==> config.mk <==
export PLATFORM = sky130hd
export DESIGN_NAME = multicycle_controller
export DESIGN_NICKNAME = d
export VERILOG_FILES = /design/src/rtl/multicycle_controller.sv
export SDC_FILE = /design/constraint.sdc
export NUM_CORES = 1
export LEC_CHECK = 0
export BUFFER_PORTS_ARGS = -buffer_cell sky130_fd_sc_hd__buf_2
export CORE_MARGIN = 2
export CORE_UTILIZATION = 55
export DETAILED_ROUTE_END_ITERATION = 16
export PLACE_DENSITY = 0.92
export SYNTH_ARGS = -nofsm -noshare
export SYNTH_HDL_FRONTEND = slang
export SYNTH_SLANG_ARGS = --single-unit
==> constraint.sdc <==
create_clock -name clk -period 4.15 [get_ports clk]
set_input_delay 0.2075 -clock clk [delete_from_list [all_inputs] [get_ports clk]]
set_output_delay 0.2075 -clock clk [all_outputs]
set_load 0.01 [all_outputs]
==> src/rtl/multicycle_controller.sv <==
// Main control FSM of the multicycle RISC core: sequences the Datapath strobes through
// IDLE/FETCH/DECODE/EXEC/MEM/WB/HALT. Optional macro ILLEGAL_TRAP_EN traps undefined opcodes.
module multicycle_controller #(
  parameter int MEM_WAIT = 0
) (
  input  logic       clk,
  input  logic       Rst,
  input  logic       Start,
  input  logic [4:0] opcode,
  input  logic [1:0] ALUopcode,
  input  logic [2:0] PSW_NZC,
  output logic       Buff_MEMIns,
  output logic       ALUorNot,
  output logic       LIorMOV,
  output logic       MEMresource,
  output logic       WE_MEM,
  output logic       WBresource,
  output logic       RBresource,
  output logic       oprandB,
  output logic       LI,
  output logic       PCplus1orWB,
  output logic       WE_RF,
  output logic       Branch,
  output logic       ALUop,
  output logic       Flag,
  output logic       Buff_PSW,
  output logic       Buff_PC,
  output logic [1:0] Jump,
  output logic       done,
  output logic       illegal,
  output logic [2:0] state
);

  typedef enum logic [2:0] {
    IDLE   = 3'd0,
    FETCH  = 3'd1,
    DECODE = 3'd2,
    EXEC   = 3'd3,
    MEM    = 3'd4,
    WB     = 3'd5,
    HALT   = 3'd6
  } state_t;

  typedef struct packed {
    logic buff_memins;
    logic alu_or_not;
    logic li_or_mov;
    logic mem_resource;
    logic we_mem;
    logic wb_resource;
    logic rb_resource;
    logic oprand_b;
    logic li;
    logic pc_plus1_or_wb;
    logic we_rf;
    logic branch;
    logic alu_op;
    logic flag;
    logic buff_psw;
    logic buff_pc;
    logic done;
  } ctl_t;

  localparam logic [4:0] OP_ALU   = 5'b00000;
  localparam logic [4:0] OP_ADDI  = 5'b00001;
  localparam logic [4:0] OP_SUBI  = 5'b00010;
  localparam logic [4:0] OP_MOV   = 5'b00011;
  localparam logic [4:0] OP_LLI   = 5'b00100;
  localparam logic [4:0] OP_LHI   = 5'b00101;
  localparam logic [4:0] OP_LDRRI = 5'b00110;
  localparam logic [4:0] OP_LDRRR = 5'b00111;
  localparam logic [4:0] OP_STRRI = 5'b01000;
  localparam logic [4:0] OP_STRRR = 5'b01001;
  localparam logic [4:0] OP_OUTR  = 5'b01010;
  localparam logic [4:0] OP_HLT   = 5'b01011;
  localparam logic [4:0] OP_BCC   = 5'b11000;
  localparam logic [4:0] OP_BCS   = 5'b11001;
  localparam logic [4:0] OP_BNE   = 5'b11010;
  localparam logic [4:0] OP_BEQ   = 5'b11011;
  localparam logic [4:0] OP_BAL   = 5'b11100;

  localparam logic [1:0] WAIT_LAST = MEM_WAIT[1:0];

  state_t     state_r, state_s;
  logic [1:0] wait_r, wait_s;
  logic       last_s;
  logic [4:0] opcode_r, opc_s;
  logic [1:0] aluopc_r, alu_s;
  logic [1:0] zc_r, zc_s;
  ctl_t       ctl_r, ctl_s;
  logic       unused_s;

  function automatic logic is_arith(input logic [4:0] opc);
    return (opc == OP_ALU) || (opc == OP_ADDI) || (opc == OP_SUBI);
  endfunction

  function automatic logic is_ldr(input logic [4:0] opc);
    return (opc == OP_LDRRI) || (opc == OP_LDRRR);
  endfunction

  function automatic logic is_str(input logic [4:0] opc);
    return (opc == OP_STRRI) || (opc == OP_STRRR);
  endfunction

  function automatic logic is_defined(input logic [4:0] opc);
    return (opc <= OP_HLT) || ((opc >= OP_BCC) && (opc <= OP_BAL));
  endfunction

  // zc = {Z, C}
  function automatic logic branch_taken(input logic [4:0] opc, input logic [1:0] zc);
    logic taken;
    case (opc)
      OP_BCC:  taken = ~zc[0];
      OP_BCS:  taken = zc[0];
      OP_BNE:  taken = ~zc[1];
      OP_BEQ:  taken = zc[1];
      OP_BAL:  taken = 1'b1;
      default: taken = 1'b0;
    endcase
    return taken;
  endfunction

  assign unused_s = PSW_NZC[2];

  // Next-state selection and the FETCH/MEM wait counter.
  always_comb begin
    state_s = state_r;
    case (state_r)
      IDLE:   state_s = Start ? FETCH : IDLE;
      FETCH:  state_s = (wait_r == WAIT_LAST) ? DECODE : FETCH;
      DECODE: begin
        case (opcode_r)
          OP_ALU, OP_ADDI, OP_SUBI,
          OP_LDRRI, OP_LDRRR,
          OP_STRRI, OP_STRRR:          state_s = EXEC;
          OP_MOV, OP_LLI, OP_LHI:      state_s = MEM;
          OP_BCC, OP_BCS, OP_BNE,
          OP_BEQ, OP_BAL, OP_OUTR:     state_s = FETCH;
          OP_HLT:                      state_s = HALT;
`ifdef ILLEGAL_TRAP_EN
          default:                     state_s = HALT;
`else
          default:                     state_s = FETCH;
`endif
        endcase
      end
      EXEC:   state_s = MEM;
      MEM: begin
        if (wait_r != WAIT_LAST) begin
          state_s = MEM;
        end else if (is_str(opcode_r)) begin
          state_s = FETCH;
        end else begin
          state_s = WB;
        end
      end
      WB:      state_s = FETCH;
      HALT:    state_s = HALT;
      default: state_s = IDLE;
    endcase

    if (((state_r == FETCH) || (state_r == MEM)) && (state_s == state_r)) begin
      wait_s = wait_r + 2'd1;
    end else begin
      wait_s = 2'd0;
    end
    last_s = (wait_s == WAIT_LAST);
  end

  // Opcode/flags are captured on entry to DECODE; the strobes for that cycle use the same value.
  always_comb begin
    if (state_s == DECODE) begin
      opc_s = opcode;
      alu_s = ALUopcode;
      zc_s  = PSW_NZC[1:0];
    end else begin
      opc_s = opcode_r;
      alu_s = aluopc_r;
      zc_s  = zc_r;
    end
  end

  // Strobe values for the state being entered, so the registered outputs line up with state.
  always_comb begin
    ctl_s = '0;
    case (state_s)
      FETCH: ctl_s.buff_memins = last_s;
      DECODE: begin
        case (opc_s)
          OP_ALU, OP_LDRRR, OP_STRRR, OP_MOV, OP_LLI: ctl_s = '0;
          OP_ADDI, OP_SUBI, OP_LDRRI, OP_STRRI:       ctl_s.oprand_b = 1'b1;
          OP_LHI: begin
            ctl_s.rb_resource = 1'b1;
            ctl_s.li          = 1'b1;
          end
          OP_BCC, OP_BCS, OP_BNE, OP_BEQ, OP_BAL: begin
            ctl_s.buff_pc = 1'b1;
            ctl_s.branch  = branch_taken(opc_s, zc_s);
          end
          OP_OUTR, OP_HLT: ctl_s.buff_pc = 1'b1;
`ifdef ILLEGAL_TRAP_EN
          default: ctl_s = '0;
`else
          default: ctl_s.buff_pc = 1'b1;
`endif
        endcase
      end
      EXEC: begin
        ctl_s.buff_psw    = is_arith(opc_s);
        ctl_s.alu_op      = ((opc_s == OP_ALU) && alu_s[1]) || (opc_s == OP_SUBI);
        ctl_s.flag        = (opc_s == OP_ALU) && alu_s[0];
        ctl_s.rb_resource = is_str(opc_s);
      end
      MEM: begin
        ctl_s.alu_or_not   = (opc_s == OP_MOV) || (opc_s == OP_LLI) || (opc_s == OP_LHI);
        ctl_s.li_or_mov    = (opc_s == OP_MOV);
        ctl_s.mem_resource = is_ldr(opc_s) || is_str(opc_s);
        ctl_s.we_mem       = is_str(opc_s) && last_s;
        ctl_s.buff_pc      = is_str(opc_s) && last_s;
      end
      WB: begin
        ctl_s.we_rf          = 1'b1;
        ctl_s.pc_plus1_or_wb = 1'b1;
        ctl_s.buff_pc        = 1'b1;
        ctl_s.wb_resource    = is_ldr(opc_s);
      end
      HALT:    ctl_s.done = 1'b1;
      default: ctl_s = '0;
    endcase
  end

  // State, wait counter, latched instruction fields and registered strobes.
  always_ff @(posedge clk or posedge Rst) begin
    if (Rst) begin
      state_r  <= IDLE;
      wait_r   <= 2'd0;
      opcode_r <= 5'd0;
      aluopc_r <= 2'd0;
      zc_r     <= 2'd0;
      ctl_r    <= '0;
    end else begin
      state_r <= state_s;
      wait_r  <= wait_s;
      ctl_r   <= ctl_s;
      opcode_r <= opc_s;
      aluopc_r <= alu_s;
      zc_r     <= zc_s;
    end
  end

`ifdef ILLEGAL_TRAP_EN
  logic illegal_r;

  // Sticky trap flag, set on the same edge that enters HALT from an undefined opcode.
  always_ff @(posedge clk or posedge Rst) begin
    if (Rst) begin
      illegal_r <= 1'b0;
    end else if ((state_r == DECODE) && !is_defined(opcode_r)) begin
      illegal_r <= 1'b1;
    end else begin
      illegal_r <= illegal_r;
    end
  end

  assign illegal = illegal_r;
`else
  logic unused_def_s;
  assign unused_def_s = is_defined(opcode_r);
  assign illegal      = 1'b0;
`endif

  assign Buff_MEMIns = ctl_r.buff_memins;
  assign ALUorNot    = ctl_r.alu_or_not;
  assign LIorMOV     = ctl_r.li_or_mov;
  assign MEMresource = ctl_r.mem_resource;
  assign WE_MEM      = ctl_r.we_mem;
  assign WBresource  = ctl_r.wb_resource;
  assign RBresource  = ctl_r.rb_resource;
  assign oprandB     = ctl_r.oprand_b;
  assign LI          = ctl_r.li;
  assign PCplus1orWB = ctl_r.pc_plus1_or_wb;
  assign WE_RF       = ctl_r.we_rf;
  assign Branch      = ctl_r.branch;
  assign ALUop       = ctl_r.alu_op;
  assign Flag        = ctl_r.flag;
  assign Buff_PSW    = ctl_r.buff_psw;
  assign Buff_PC     = ctl_r.buff_pc;
  assign done        = ctl_r.done;
  assign Jump        = 2'b00;
  assign state       = state_r;

endmodule

; ---- After elaboration in Yosys (flattened, before gate mapping)
; Memories as Yosys holds them, arrays and structs flattened.
; Cells that the tools add are included.
[word_totals]
ff_bits = 31
rom_bits = 96
input_bits = 13
output_inout_bits = 23
elab_cells = 101
mem_count = 1
[mem_list]
columns = name, words, word_bits, rd, rd_ports_with_merged_regs, wr, line
row1 = (name not given), 32, 3, 1, 0, 0, 132  ; case (opcode_r)
[op_classes]
n_addsub = 1
n_eq_ne = 29
n_mux = 24
n_bitwise = 2
reduce_logical = 22
[ops]
columns = op, count
row1 = == test 5 bit (second input constant), 5
row2 = case mux 3 bit (7 select lines), 1
row3 = == test 5 x 3 -> 1 bit (second input constant), 4
row4 = == test 5 x 4 -> 1 bit (second input constant), 4
row5 = == test 3 bit (second input constant), 6
row6 = == test 3 x 2 -> 1 bit (second input constant), 4
row7 = two-way mux 2 bit, 6
row8 = == test 5 x 2 -> 1 bit (second input constant), 2
row9 = logical OR 1 bit, 10
row10 = OR reduction 10 bit, 1
row11 = two-way mux 1 bit, 9
row12 = two-way mux 3 bit, 3
row13 = == test 3 x 1 -> 1 bit (second input constant), 2
row14 = == test 5 x 1 -> 1 bit (second input constant), 1
row15 = zero test 5 bit, 1
row16 = two-way mux 5 bit, 1
row17 = case mux 1 bit (5 select lines), 1
row18 = OR reduction 5 bit, 1
row19 = logical AND 1 bit, 4
row20 = zero test 2 bit, 2
row21 = two-way mux 4 bit, 1
row22 = OR reduction 4 bit, 1
row23 = == test 3 bit, 1
row24 = zero test 3 bit, 1
row25 = other kinds (5), 6

; ---- Depth between registers and ports, before layout
[logic_depth]
word_depth = 11
ltp_mapped = 10
depth_no_buf = 8

; ---- Worst setup path before layout
; No wires, ideal clock.
[synth_timing]
path_type = register to register
from = register state_r[2] (netlist: state[2])
to = register ctl_r (netlist bit Branch)
setup_time_ns = 0.082
t_arrival_ns = 2.228
required_time_ns = 4.068
slack_ns = 1.841
stages_incl_launch_ff = 9
path_buffers = 3
synth_period_minus_slack_ns = 2.309
cell_sequence = dfrtp_1 > buf_2 > nor4bb_1 > buf_6 > buf_4 > mux2i_4 > inv_2 > or4b_1 > a31oi_1
[synth_rtl]
columns = item, line
row1 = "start, declared", 84  ; state_t state_r, state_s;
row2 = "start signal, assigned", 242  ; state_r <= state_s;
row3 = "end signal, assigned", 244  ; ctl_r <= ctl_s;
row4 = "end, declared", 90  ; ctl_t ctl_r, ctl_s;

==> results.json <==
{
  "wl_met3_um": 211,
  "ys_ff_latch": 30,
  "seqPwrFrac": 0.368,
  "via_per_inst": 5.65,
  "post-route-min-period_ns": 2.57,
  "first_global_vias": 1113,
  "holdWs_ns": 0.112,
  "track_usage": 0.221,
  "holdPathStages": 2,
  "drv_cap": 0,
  "r2r_cells": 8,
  "via_count": 1113,
  "tns_ns": 0,
  "start_util": 0.588,
  "ys_top_cells_by_area": "dfrtp_1 (51%), mux2_2 (3.1%), nor2_1 (3.1%)",
  "synthesis.area_um2": 1470,
  "grt_setup_unrepaired": "no",
  "fmax_ghz": 0.389,
  "synth_area_leader_cell": "dfrtp_1",
  "cts_tree": "built",
  "swShare": 0.414,
  "portBuffers": 31,
  "crit_start": "wait_r[0]",
  "die_w_um": 55.7,
  "dieArea_um2": 3100,
  "tightestPinTransition_ns": 1.08,
  "clock_latency_ns": 0.33,
  "path_class": "flop to flop",
  "io_pins": 36,
  "setup_viol": 0,
  "row_count": 18,
  "avgSynthCellArea_um2": 11.0,
  "area_growth_pct": 15.7,
  "core-area_um2": 2500,
  "clockBufferDepth": 2,
  "status": "finished, final reports clean",
  "syn_inst": 134,
  "routed.top_layer": "met4",
  "fin_ws_ns": 1.58,
  "wl_per_cell_um": 15.0,
  "diodes": 0,
  "reg2reg_to": "Branch",
  "clk_pin_slew_ns": 0.10,
  "cts-buffers-inserted": 5,
  "synth_top_area_frac": 0.511,
  "worst_hold_path_type": "input port to flop",
  "ir_drop_v": 0.000441,
  "fp.dieH_um": 55.7,
  "p_int_mw": 0.728,
  "min_period_over_period": 0.620,
  "met1Wirelength_mm": 1.22,
  "post-route-drc-count": 0,
  "seq_area_frac_synth": 0.511,
  "synth_cell_types": 46,
  "post_cts_buffers": 0,
  "grt_overflow": 0,
  "ant_nets": 0,
  "dr_wl_met2_mm": 1.45,
  "first_pass_iters": 4,
  "yosysWarnings": 0,
  "gp_congestion": 0.887,
  "power-per-cell-area_nw_per_um2": 730,
  "finalMaxSlewViolations": 0,
  "endpoint_kind": "flop",
  "p_leak_nw": 0.857,
  "antenna_found_initial": 0,
  "grt_max_degree": 31,
  "cts_hold_buf": 0,
  "power_frac_clock": 0.185,
  "cts-resized-gates": 0,
  "post-dp-hpwl_mm": 2.16,
  "power.switching_mw": 0.514,
  "path_max_fanout": 15,
  "relSlewSlack": 0.281,
  "nNetsFinal": 180,
  "r2r_slack_ns": 1.58,
  "comb_power_share": 0.447,
  "critPathRequiredTime_ns": 4.41,
  "synth_edf_count": 0,
  "start_kind": "flop",
  "crit_arrival_ns": 2.83,
  "drive_gt1_frac": 0.341,
  "root_buffer": "clkbuf_4",
  "drt_iter0_drc": 26,
  "htreeDepth": 2,
  "r2r_start": "wait_r[0]",
  "grt_pass1_wl_mm": 5.11,
  "skew_ns": 0.00450,
  "worstSetupEndpoint": "Branch",
  "synthFlopType": "dfrtp_1",
  "pre_cts_ws_ns": 1.62,
  "finalHoldViolCount": 0,
  "routed_wirelength_mm": 2.96,
  "cts_sinks": 30,
  "async_flop_share": 1.00
}
==> worst min path at each step <==
stage                  from          end  slack, ns
2_1_floorplan     opcode[1]           LI       0.29
3_3_place_gp      wait_r[0]    wait_r[0]       0.44
3_5_place_dp      wait_r[0]    wait_r[0]       0.45
4_1_cts           opcode[3]           LI       0.08
5_1_grt        ALUopcode[0]  aluopc_r[0]       0.09
6_report       ALUopcode[0]  aluopc_r[0]       0.11
==> cells in the final DEF, fill, tap and decap left out, types with 2 or more instances in the layout <==
cell and count:
nand2b_1 2, nor2_1 12, conb_1 3, clkbuf_4 5, mux2i_1 4, inv_2 4
inv_1 8, buf_2 31, o21ai_0 2, nor3_1 6, nand2_1 5, a21oi_1 4
nor4_1 3, dfrtp_1 30, nor2b_1 4, mux2_2 4, nand3_1 5, o32ai_1 2
clkinv_2 2, or2_1 2
==> power groups by stage <==
| stage | Sequential [mW] | Clock (mW) | Combinational, mW |
|---|---|---|---|
| 3_5_place_dp | 0.460 | 0 | 0.546 |
| 2_1_floorplan | 0.436 | 0 | 0.449 |
| 5_1_grt | 0.467 | 0.253 | 0.610 |
| 6_report | 0.457 | 0.230 | 0.554 |
| 4_1_cts | 0.454 | 0.239 | 0.552 |
| 3_3_place_gp | 0.451 | 0 | 0.521 |
==> cell usage after synthesis, drive strengths merged, types with 4 or more instances <==
master / number
nor4: 4
nand3: 5
mux2i: 5
nor2: 12
inv: 12
nand2: 5
buf: 9
nor2b: 4
mux2: 5
dfrtp: 30
a21oi: 5
nor3: 6
==> through the flow <==
stage	std cells	power [mW]	utilization	instance area (um2)
finish	197	1.24	0.680	1700
CTS	197	1.25	0.680	1700
floorplan	136	0.884	-	1480
global route	197	1.33	0.680	1700
global placement	189	0.972	0.649	1620
detailed placement	189	1.01	0.649	1620
==> sequential cells by signal, indices dropped and copies added, names as in the netlist, 2 cells and up <==
| name | flops |
|---|---|
| wait_r | 2 |
| zc_r | 2 |
| opcode_r | 5 |
| aluopc_r | 2 |
| state | 3 |
==> cells by family after synthesis <==
family                   after synthesis  share of synthesized area
AO/OA/AOI/OAI                         20                      0.112
AND/OR/NAND/NOR                       50                      0.201
buffers and inverters                 21                     0.0783
flip-flops                            30                      0.511
XOR/XNOR                               1                    0.00596
multiplexers                          10                     0.0808
other                                  1                    0.00255
adder cells (fa/ha/maj)                1                    0.00851
==> final cells by class <==
type	count	area, um2
Fill cell	206	800
Sequential cell	30	751
Multi-Input combinational cell	85	627
Timing Repair Buffer	32	163
Inverter	12	45.0
Clock inverter	3	40.0
Clock buffer	5	37.5
Tap cell	30	37.5
==> worst max-delay path, cell delays in order, from the launching register on <==
cell,delay [ns]
dfrtp_1,0.40
inv_1,0.06
ha_1,0.23
nor4bb_4,0.21
buf_4,0.28
mux2i_1,0.53
nor2_1,0.10
or4b_1,0.48
a31oi_1,0.19
==> routing by layer <==
metal	vias to the layer above	GRT usage
met1	525	0.250
met3	9	0.0884
li1	527	-
met2	52	0.347
met5	-	0
met4	0	0.139
Power figures use the tool's default switching activity.
